$ cat config.mk
export PLATFORM = sky130hd
export DESIGN_NAME = alu_74181_pipe
export DESIGN_NICKNAME = d
export VERILOG_FILES = /design/src/rtl/alu_74181_pkg.sv /design/src/rtl/alu_74181_core.sv /design/src/rtl/alu_74181_pipe.sv
export SDC_FILE = /design/constraint.sdc
export NUM_CORES = 1
export LEC_CHECK = 0
export CORE_MARGIN = 10
export CORE_UTILIZATION = 40
export CTS_BUF_LIST = sky130_fd_sc_hd__clkbuf_2 sky130_fd_sc_hd__clkbuf_4 sky130_fd_sc_hd__clkbuf_8
export CTS_CLUSTER_SIZE = 25
export DETAILED_ROUTE_END_ITERATION = 16
export PLACE_DENSITY = 0.61
export SETUP_SLACK_MARGIN = 0.5
export SYNTH_ARGS = -nofsm -noshare
export SYNTH_HDL_FRONTEND = slang
export SYNTH_SLANG_ARGS = --single-unit
$ cat constraint.sdc
create_clock -name clk -period 4.07 [get_ports clk]
set_input_delay 0.6105 -clock clk [delete_from_list [all_inputs] [get_ports clk]]
set_output_delay 0.6105 -clock clk [all_outputs]
set_load 0.05 [all_outputs]
$ cat src/rtl/alu_74181_pkg.sv
// ============================================================================
// Module  : alu_74181_pkg
// Brief   : 74181 function-select codes, mode constants and result flag types
// Revision: 1.0 - initial release
// ============================================================================
`default_nettype none

package alu_74181_pkg;

    localparam logic MODE_LOGIC = 1'b1;
    localparam logic MODE_ARITH = 1'b0;

    // Logic-mode (M=1) select codes
    localparam logic [3:0] LOG_NOT_A       = 4'd0;
    localparam logic [3:0] LOG_NOR         = 4'd1;
    localparam logic [3:0] LOG_NOTA_AND_B  = 4'd2;
    localparam logic [3:0] LOG_ZERO        = 4'd3;
    localparam logic [3:0] LOG_NAND        = 4'd4;
    localparam logic [3:0] LOG_NOT_B       = 4'd5;
    localparam logic [3:0] LOG_XOR         = 4'd6;
    localparam logic [3:0] LOG_A_AND_NOTB  = 4'd7;
    localparam logic [3:0] LOG_NOTA_OR_B   = 4'd8;
    localparam logic [3:0] LOG_XNOR        = 4'd9;
    localparam logic [3:0] LOG_B           = 4'd10;
    localparam logic [3:0] LOG_AND         = 4'd11;
    localparam logic [3:0] LOG_ONES        = 4'd12;
    localparam logic [3:0] LOG_A_OR_NOTB   = 4'd13;
    localparam logic [3:0] LOG_OR          = 4'd14;
    localparam logic [3:0] LOG_A           = 4'd15;

    // Arithmetic-mode (M=0) select codes; every row also adds cin
    localparam logic [3:0] ARI_A                   = 4'd0;
    localparam logic [3:0] ARI_A_OR_B              = 4'd1;
    localparam logic [3:0] ARI_A_OR_NOTB           = 4'd2;
    localparam logic [3:0] ARI_MINUS1              = 4'd3;
    localparam logic [3:0] ARI_A_PLUS_A_ANDNOTB    = 4'd4;
    localparam logic [3:0] ARI_AORB_PLUS_A_ANDNOTB = 4'd5;
    localparam logic [3:0] ARI_A_PLUS_NOTB         = 4'd6;
    localparam logic [3:0] ARI_A_ANDNOTB_M1        = 4'd7;
    localparam logic [3:0] ARI_A_PLUS_A_AND_B      = 4'd8;
    localparam logic [3:0] ARI_A_PLUS_B            = 4'd9;
    localparam logic [3:0] ARI_AORNOTB_PLUS_A_AND_B = 4'd10;
    localparam logic [3:0] ARI_A_AND_B_M1          = 4'd11;
    localparam logic [3:0] ARI_A_PLUS_A            = 4'd12;
    localparam logic [3:0] ARI_AORB_PLUS_A         = 4'd13;
    localparam logic [3:0] ARI_AORNOTB_PLUS_A      = 4'd14;
    localparam logic [3:0] ARI_A_M1                = 4'd15;

    typedef struct packed {
        logic cout;
        logic zero;
        logic aeqb;
    } alu_flags_t;

    function automatic alu_flags_t make_flags(input logic carry, input logic all_zero,
                                              input logic all_ones);
        alu_flags_t fl;
        fl.cout = carry;
        fl.zero = all_zero;
        fl.aeqb = all_ones;
        return fl;
    endfunction

endpackage

`default_nettype wire

$ cat src/rtl/alu_74181_core.sv
// ============================================================================
// Module  : alu_74181_core
// Brief   : combinational 74181-style ALU (active-high data, active-high carry)
// Revision: 1.0 - initial release
// ============================================================================
`default_nettype none

module alu_74181_core #(
    parameter int WIDTH = 8
) (
    input  logic [WIDTH-1:0] A,
    input  logic [WIDTH-1:0] B,
    input  logic [3:0]       S,
    input  logic             M,
    input  logic             cin,
    output logic [WIDTH-1:0] F,
    output logic             cout
);
    import alu_74181_pkg::*;

    logic [WIDTH-1:0] logic_f;
    logic [WIDTH-1:0] x;
    logic [WIDTH-1:0] y;
    logic [WIDTH:0]   sum;
    logic [WIDTH-1:0] ones;

    assign ones = '1;

    always_comb begin
        logic_f = '0;
        case (S)
            LOG_NOT_A:      logic_f = ~A;
            LOG_NOR:        logic_f = ~(A | B);
            LOG_NOTA_AND_B: logic_f = ~A & B;
            LOG_ZERO:       logic_f = '0;
            LOG_NAND:       logic_f = ~(A & B);
            LOG_NOT_B:      logic_f = ~B;
            LOG_XOR:        logic_f = A ^ B;
            LOG_A_AND_NOTB: logic_f = A & ~B;
            LOG_NOTA_OR_B:  logic_f = ~A | B;
            LOG_XNOR:       logic_f = ~(A ^ B);
            LOG_B:          logic_f = B;
            LOG_AND:        logic_f = A & B;
            LOG_ONES:       logic_f = ones;
            LOG_A_OR_NOTB:  logic_f = A | ~B;
            LOG_OR:         logic_f = A | B;
            LOG_A:          logic_f = A;
            default:        logic_f = '0;
        endcase
    end

    // Each arithmetic row is expressed as x + y (+ cin)
    always_comb begin
        x = '0;
        y = '0;
        case (S)
            ARI_A:                    begin x = A;          y = '0;      end
            ARI_A_OR_B:               begin x = A | B;      y = '0;      end
            ARI_A_OR_NOTB:            begin x = A | ~B;     y = '0;      end
            ARI_MINUS1:               begin x = ones;       y = '0;      end
            ARI_A_PLUS_A_ANDNOTB:     begin x = A;          y = A & ~B;  end
            ARI_AORB_PLUS_A_ANDNOTB:  begin x = A | B;      y = A & ~B;  end
            ARI_A_PLUS_NOTB:          begin x = A;          y = ~B;      end
            ARI_A_ANDNOTB_M1:         begin x = A & ~B;     y = ones;    end
            ARI_A_PLUS_A_AND_B:       begin x = A;          y = A & B;   end
            ARI_A_PLUS_B:             begin x = A;          y = B;       end
            ARI_AORNOTB_PLUS_A_AND_B: begin x = A | ~B;     y = A & B;   end
            ARI_A_AND_B_M1:           begin x = A & B;      y = ones;    end
            ARI_A_PLUS_A:             begin x = A;          y = A;       end
            ARI_AORB_PLUS_A:          begin x = A | B;      y = A;       end
            ARI_AORNOTB_PLUS_A:       begin x = A | ~B;     y = A;       end
            ARI_A_M1:                 begin x = A;          y = ones;    end
            default:                  begin x = '0;         y = '0;      end
        endcase
    end

    assign sum  = {1'b0, x} + {1'b0, y} + {{WIDTH{1'b0}}, cin};
    assign F    = (M == MODE_LOGIC) ? logic_f : sum[WIDTH-1:0];
    assign cout = (M == MODE_ARITH) ? sum[WIDTH] : 1'b0;

endmodule

`default_nettype wire

$ cat src/rtl/alu_74181_pipe.sv
// ============================================================================
// Module  : alu_74181_pipe
// Brief   : two-stage valid/ready pipelined 74181 ALU; ALU_74181_ACC_EN adds
//           an accumulator selectable in place of A via acc_sel
// Revision: 1.0 - initial release
// ============================================================================
`default_nettype none

module alu_74181_pipe #(
    parameter int WIDTH = 8
) (
    input  logic             clk,
    input  logic             rst,
    input  logic             in_valid,
    output logic             in_ready,
    input  logic [WIDTH-1:0] A,
    input  logic [WIDTH-1:0] B,
    input  logic [3:0]       S,
    input  logic             M,
    input  logic             cin,
`ifdef ALU_74181_ACC_EN
    input  logic             acc_sel,
`endif
    output logic             out_valid,
    input  logic             out_ready,
    output logic [WIDTH-1:0] F,
    output logic             cout,
    output logic             zero,
    output logic             aeqb
);
    import alu_74181_pkg::*;

    typedef struct packed {
        logic [WIDTH-1:0] f;
        alu_flags_t       flags;
    } result_t;

    logic             s1_valid;
    logic [WIDTH-1:0] s1_a;
    logic [WIDTH-1:0] s1_b;
    logic [3:0]       s1_s;
    logic             s1_m;
    logic             s1_cin;
    logic             s2_valid;
    result_t          s2_res;
    result_t          res_next;
    logic             s2_load;
    logic             accept;
    logic [WIDTH-1:0] core_a;
    logic [WIDTH-1:0] core_f;
    logic             core_cout;

    assign s2_load  = !s2_valid || out_ready;
    assign in_ready = !rst && (!s1_valid || s2_load);
    assign accept   = in_valid && in_ready;

    always_ff @(posedge clk) begin
        if (rst) begin
            s1_valid <= 1'b0;
            s1_a     <= '0;
            s1_b     <= '0;
            s1_s     <= '0;
            s1_m     <= 1'b0;
            s1_cin   <= 1'b0;
        end else begin
            if (accept) begin
                s1_valid <= 1'b1;
                s1_a     <= A;
                s1_b     <= B;
                s1_s     <= S;
                s1_m     <= M;
                s1_cin   <= cin;
            end else if (s2_load) begin
                s1_valid <= 1'b0;
            end
        end
    end

`ifdef ALU_74181_ACC_EN
    logic             s1_acc_sel;
    logic [WIDTH-1:0] acc;

    always_ff @(posedge clk) begin
        if (rst) begin
            s1_acc_sel <= 1'b0;
            acc        <= '0;
        end else begin
            if (accept)
                s1_acc_sel <= acc_sel;
            if (s2_load && s1_valid)
                acc <= res_next.f;
        end
    end

    // Accumulator is read at stage-2 load, so a dependent op right behind needs no stall
    assign core_a = s1_acc_sel ? acc : s1_a;
`else
    assign core_a = s1_a;
`endif

    alu_74181_core #(.WIDTH(WIDTH)) u_core (
        .A    (core_a),
        .B    (s1_b),
        .S    (s1_s),
        .M    (s1_m),
        .cin  (s1_cin),
        .F    (core_f),
        .cout (core_cout)
    );

    always_comb begin
        res_next       = '0;
        res_next.f     = core_f;
        res_next.flags = make_flags(core_cout, core_f == '0, &core_f);
    end

    // Data is only refreshed by a real op, so stage 2 never picks up idle-cycle values
    always_ff @(posedge clk) begin
        if (rst) begin
            s2_valid <= 1'b0;
            s2_res   <= '0;
        end else if (s2_load) begin
            s2_valid <= s1_valid;
            if (s1_valid)
                s2_res <= res_next;
        end
    end

    assign out_valid = s2_valid;
    assign F         = s2_res.f;
    assign cout      = s2_res.flags.cout;
    assign zero      = s2_res.flags.zero;
    assign aeqb      = s2_res.flags.aeqb;

endmodule

`default_nettype wire

# After elaboration in Yosys (flattened, before gate mapping)
# Cells that the tools add are included.
# W data, S select, Z words.
# classes
n_addsub,2
n_eq_ne,15
n_mux,7
bitwise_logic,12
reduce_logical,20
# ops
operator,count
$pmux W8 S16,1
$pmux W8 S7,1
$pmux W8 S6,1
$not A8 Y8,5
$eq A4 B4 Y1 const B,8
$and A8 B8 Y8,3
$or A8 B8 Y8,3
$eq A4 B3 Y1 const B,4
$reduce_or A3 Y1,4
$add A8 B8 Y9,1
$add A9 B1 Y9,1
$eq A4 B2 Y1 const B,2
$logic_not A8 Y1,1
$mux W8,1
$reduce_and A8 Y1,1
$xor A8 B8 Y8,1
$reduce_or A7 Y1,1
$eq A4 B1 Y1 const B,1
$logic_not A4 Y1,1
$reduce_or A2 Y1,2
$reduce_or A4 Y1,1
$logic_not A1 Y1,3
$mux W1,3
$logic_and A1 B1 Y1,2
3 further kinds,4
# totals
register_bits,35
input_bits,26

# Longest topological paths before layout
# logic_depth
depth_word,7
ltp_mapped,18
depth_no_buf,17

# Cells and area by module
# A second synthesis with hierarchy kept.
# unflattened
hier_cells,529
hier_area_um2,4085.2
# by_module_without_submodules
mod,n_inst,cells_each,area_per_inst_um2
alu_74181_core,1,394,2683.8
alu_74181_pipe,1,135,1401.3

# Least setup slack after synthesis
# Ideal clock, no wire load.
# synth_path
kind,register -> register
startpoint,reg s1_s[2]
endpoint,"reg s2_res, in the netlist zero"
arrival_ps,3740
t_required_ps,3955
path_slack_ps,214
stages_incl_launch_ff,18
period_less_slack_ps,3856
cell_sequence,dfxtp_1 > buf_6 > buf_6 > buf_4 > buf_2 > nand2_1 > a21oi_1 > a221oi_1 > o21a_1 > fa_1 > fa_1 > nand2b_1 > a21oi_1 > o21ai_0 > nor3b_1 > o32ai_1 > nor2_1 > a31o_1
# synth_between
elab_chain_len,7
elab_cells_between_ends,31
# synth_lines
item,line,text
"start, declared",alu_74181_pipe.sv:41,logic [3:0] s1_s;
"start signal, assigned",alu_74181_pipe.sv:62,s1_s <= '0;
"start signal, assigned",alu_74181_pipe.sv:70,s1_s <= S;
$eq A4 B3 Y1 (tied with other cells),"alu_74181_core.sv:31, alu_74181_core.sv:56",
$reduce_or A7 Y1 (no source line) (tied with other cells),n/a,
$pmux W8 S6 / $pmux W8 S7 (equally long branches),alu_74181_core.sv:56,case (S)
$add A8 B8 Y9,alu_74181_core.sv:77,"assign sum = {1'b0, x} + {1'b0, y} + {{WIDTH{1'b0}}, cin};"
$add A9 B1 Y9,alu_74181_core.sv:77,
$mux W8 *,alu_74181_core.sv:78,assign F = (M == MODE_LOGIC) ? logic_f : sum[WIDTH-1:0];
$logic_not A8 Y1 *,alu_74181_pipe.sv:114,"res_next.flags = make_flags(core_cout, core_f == '0, &core_f);"
"end signal, assigned",alu_74181_pipe.sv:125,s2_res <= res_next;
"end, declared",alu_74181_pipe.sv:45,result_t s2_res;
# Every way passes the cells marked *; elsewhere a longest branch is shown, timed or not.
# A chain may end at the register's enable or synchronous reset.

# Final worst setup path
# layout_path
startpoint,reg s1_s[3]
endpoint,"reg s2_res, in the netlist zero"
# The elaborated chain is that of the path after synthesis.

==> results.rst <==
.. list-table::
   :header-rows: 1

   * - Metric
     - Value
   * - Layout Skew
     - 0.01357 ns
   * - Launch point of the worst hold path
     - F[2]
   * - WL final
     - 13.86 mm
   * - Final cell area excluding filler cells
     - 4741 sq um
   * - Post-synth ARST share
     - 0%
   * - Wire length of the first global-routing pass
     - between 20 and 25 mm
   * - Area grow syn2layout
     - 17.74%
   * - Cell-by-cell trace of the critical path
     - buf_4, nor2b_1, nor3_2, a221oi_1, o21a_1, fa_2, fa_1, nand2b_4, a21oi_2, o21ai_0, nor3b_1, o32ai_2, nor2_1, a31o_1
   * - Row Count
     - 36
   * - Setup Crit Path Kind
     - register to register
   * - Largest stage delay, worst path
     - 0.45 ns
   * - Clk buf depth
     - 2
   * - GP Congestion
     - 0.9867
   * - Pwr Density
     - 282.6 nW/um^2
   * - Core region area
     - between 9000 and 10,000 sq um
   * - Number of synthesized register bits
     - 35
   * - Count of pins over their slew limit
     - 0
   * - Leak
     - ~1.8 nW
   * - Yosys warns
     - 0
   * - Number of instances in the synthesized netlist
     - around 550
   * - Total inserted antenna cells
     - 0
   * - Launch point of the worst reg-to-reg path
     - s1_s[3]
   * - Worst hold stages
     - 2
   * - Worst hold-check slack
     - 0.4619 ns
   * - All-Layer GR Usage
     - 18.61%
   * - Total power
     - 1.340 mW
   * - Violation count after the first detailed-route iteration
     - 419
   * - Sequential-to-total area share from yosys stat
     - 17.40%
   * - Placed Cells incl. Taps
     - 695
   * - Run status
     - complete, no violations
   * - Final critical delay including setup and external delays
     - 3.391 ns
   * - Largest net degree at the start of global routing
     - 43
   * - Clock tree root buffer cell
     - sky130_fd_sc_hd__clkbuf_8
   * - Type of the most critical hold path
     - register to register
   * - Worst Hold Endpoint
     - F[2]
   * - Reg-to-reg slack, setup
     - 0.68 ns
   * - Drt drc
     - 0
   * - Area of the multi-input gates
     - 3009 sq um
   * - Maximum clock rate
     - 294.9 MHz
   * - Post-Syn Nets
     - 612
   * - Vias in the first global route
     - between 4,000 and 5,000
   * - RSZ-0062 raised after global routing
     - true
   * - Peak VDD IR
     - 0.1408 mV
   * - Endpoint of the most critical register-to-register path
     - zero
   * - Arrival time worst endpoint
     - 3.60 ns
   * - Final Setup Violations
     - 0
   * - Initial standard-cell utilization of the core
     - between 40% and 50%
   * - Cell area after placement
     - 4531 sq um
   * - Port buffer count
     - 38
   * - Post-route ant nets
     - 0
   * - CTS H-tree depth
     - 2
   * - Final cell count without fillers
     - slightly above 700
   * - Count of distinct cell types in the synthesized netlist
     - 67
   * - Overall die width
     - 120.3 um
   * - Total Die Area
     - 14,480 sq um
   * - Die height
     - 120.3 um
   * - Post-synth EDFFs
     - 0
   * - Slowest cell on the critical path
     - sky130_fd_sc_hd__fa_1
   * - Latest clock arrival within the worst-skew pair
     - 0.31 ns
   * - Critical path data required time
     - 4.28 ns
   * - Ratio of final minimum period to clock period
     - 83.31%
   * - # nets final
     - 642
   * - Most instantiated flip-flop cell in the synthesis netlist
     - sky130_fd_sc_hd__dfxtp_1
   * - Post-synthesis area per instance
     - 7.388 sq um
   * - Startpoint class of the critical path
     - register
   * - Clock buffer count from CTS
     - 5
   * - Filler cell count in the final layout
     - 1,018
   * - Area occupied by registers
     - 715.7 sq um
   * - Via-to-Cell Ratio
     - ~6.2
   * - Slew @ Worst Pin
     - around 0.6 ns
   * - Fraction of final layout cells with drive strength greater than 1
     - between 10% and 20%
   * - Number of cell instances on the worst register-to-register path
     - 14
   * - Average wire length per cell after detail routing
     - 19.55 um
   * - Clock Sink Count
     - 35
   * - Via Count
     - between 4,000 and 5,000
   * - Boundary pin count
     - 39
   * - Initial antenna violation count
     - 0
   * - First-pass iteration count of the detailed router
     - 5
   * - CTS tree
     - built
   * - Remaining global-route overflow
     - 0
   * - Hold violation total from the final report
     - 0
   * - Endpoint kind of the worst setup timing path
     - register
   * - Worst slew margin
     - between 50% and 60%
   * - Setup TNS
     - 0 ns
   * - Critical-path maximum fanout
     - 15
   * - Synth Cell Area
     - 4026 sq um
   * - Max-cap violations
     - 0
   * - Register clock-pin slew on the reported worst setup and hold paths
     - 0.09 ns
   * - Hpwl dp
     - 10.09 mm
[layout make-up]
cell class	instances	area share, %
well taps	133	3.510
clock buffers	5	1.452
inverters	30	2.454
flip-flops and latches	35	15.10
repair buffers	69	13.01
clock inverters	3	1.003
multi-input cells	434	63.47
[registers in the layout (all words and copies together), names as in the netlist]
name	flops
F	8
core_a	8
s1_b	8
s1_s	4
aeqb	1
cout	1
out_valid	1
s1_cin	1
s1_m	1
s1_valid	1
zero	1
[per-stage QoR]
step	utilization (%)	setup slack [ns]
6_report	48.50	0.6793
5_1_grt	48.50	0.4918
4_1_cts	47.63	0.5010
3_5_place_dp	46.35	0.4478
3_3_place_gp	46.35	0.5290
2_1_floorplan	-	0.5057
[per-layer routing]
layer,up-vias,part of all wire (%),track usage [%]
met5,-,0,0
met4,0,3.4,7.843
met3,42,8.8,4.095
met2,256,44,28.51
met1,2057,44,24.62
li1,2067,-,-
[repair_timing]
| item | in CTS | in global routing |
|---|---|---|
| hold buffers | 0 | 0 |
| gates resized for setup | 3 | 13 |
| endpoints found under the setup margin | 2 | 6 |
| pin swaps | 0 | 3 |
| buffers inserted | 0 | 6 |
[cells in the mapped netlist, drive strengths merged, types with 4 or more instances]
cell	count	area share [%]
nand2	67	6.2
ha	39	12
dfxtp	35	17
a21oi	34	4.2
nor2	33	3.2
inv	30	2.8
o21ai	30	3.7
buf	27	4.6
o31ai	23	4.3
clkbuf	19	1.8
nor2b	15	2.3
nor3	15	1.9
mux2i	12	3.0
nand2b	12	1.9
a31oi	11	1.7
nand3b	11	2.1
nand3	9	1.1
a221oi	8	1.7
a32oi	8	1.7
o211ai	8	1.6
o22ai	7	1.1
a22oi	6	1.1
a31o	6	1.3
o221ai	6	1.3
and2	5	0.78
nand4	5	0.78
a211o	4	0.87
and3	4	0.62
nor4	4	1.1
o21a	4	0.75
or2	4	0.62
[critical path: cells and delay by family, from the launching register on]
| family | cells | cell delay [ns] |
|---|---|---|
| AOI/OAI and AO/OA | 6 | 1.02 |
| buffers and inverters | 1 | 0.20 |
| and+or+nand+nor | 5 | 0.84 |
| DFF | 1 | 0.40 |
| adders and majority gates | 2 | 0.83 |
[kinds of logic after synthesis]
kind of cell	synth area share [%]
compound gates	31.79
xor+xnor	0.4351
fa+ha+maj	13.11
buf+inv	9.199
flops	17.40
mux	2.983
simple gates	25.08
[cells in the final DEF, fill, tap and decap left out, types with 9 or more instances in the layout]
master                             n
sky130_fd_sc_hd__a31oi_1          11
sky130_fd_sc_hd__dfxtp_1          29
sky130_fd_sc_hd__ha_1             39
sky130_fd_sc_hd__inv_1            29
sky130_fd_sc_hd__nand2b_1         11
sky130_fd_sc_hd__nand3_1           9
sky130_fd_sc_hd__nor2b_1          14
sky130_fd_sc_hd__nand3b_1         11
sky130_fd_sc_hd__nor3_1           14
sky130_fd_sc_hd__mux2i_1          12
sky130_fd_sc_hd__o21ai_0          26
sky130_fd_sc_hd__nor2_1           31
sky130_fd_sc_hd__clkdlybuf4s50_1  38
sky130_fd_sc_hd__o31ai_1          23
sky130_fd_sc_hd__buf_4            30
sky130_fd_sc_hd__nand2_1          67
sky130_fd_sc_hd__a21oi_1          31
[worst max-delay path by stage]
stage / startpoint / to / slack [ns] / cells after the start
floorplan: s1_s[1] / zero / 0.51 / 17
global placement: s1_b[0] / zero / 0.53 / 15
detailed placement: s1_s[3] / zero / 0.45 / 12
CTS: core_a[0] / zero / 0.50 / 14
global route: s1_s[3] / zero / 0.49 / 14
finish: s1_s[3] / zero / 0.68 / 14
[power by group]
group	total (mW)	internal (mW)	switching [mW]
clock network	0.351	0.186	0.165
registers	0.412	0.367	0.0448
logic	0.576	0.234	0.343
No activity file was read; power rests on OpenSTA's default activity.
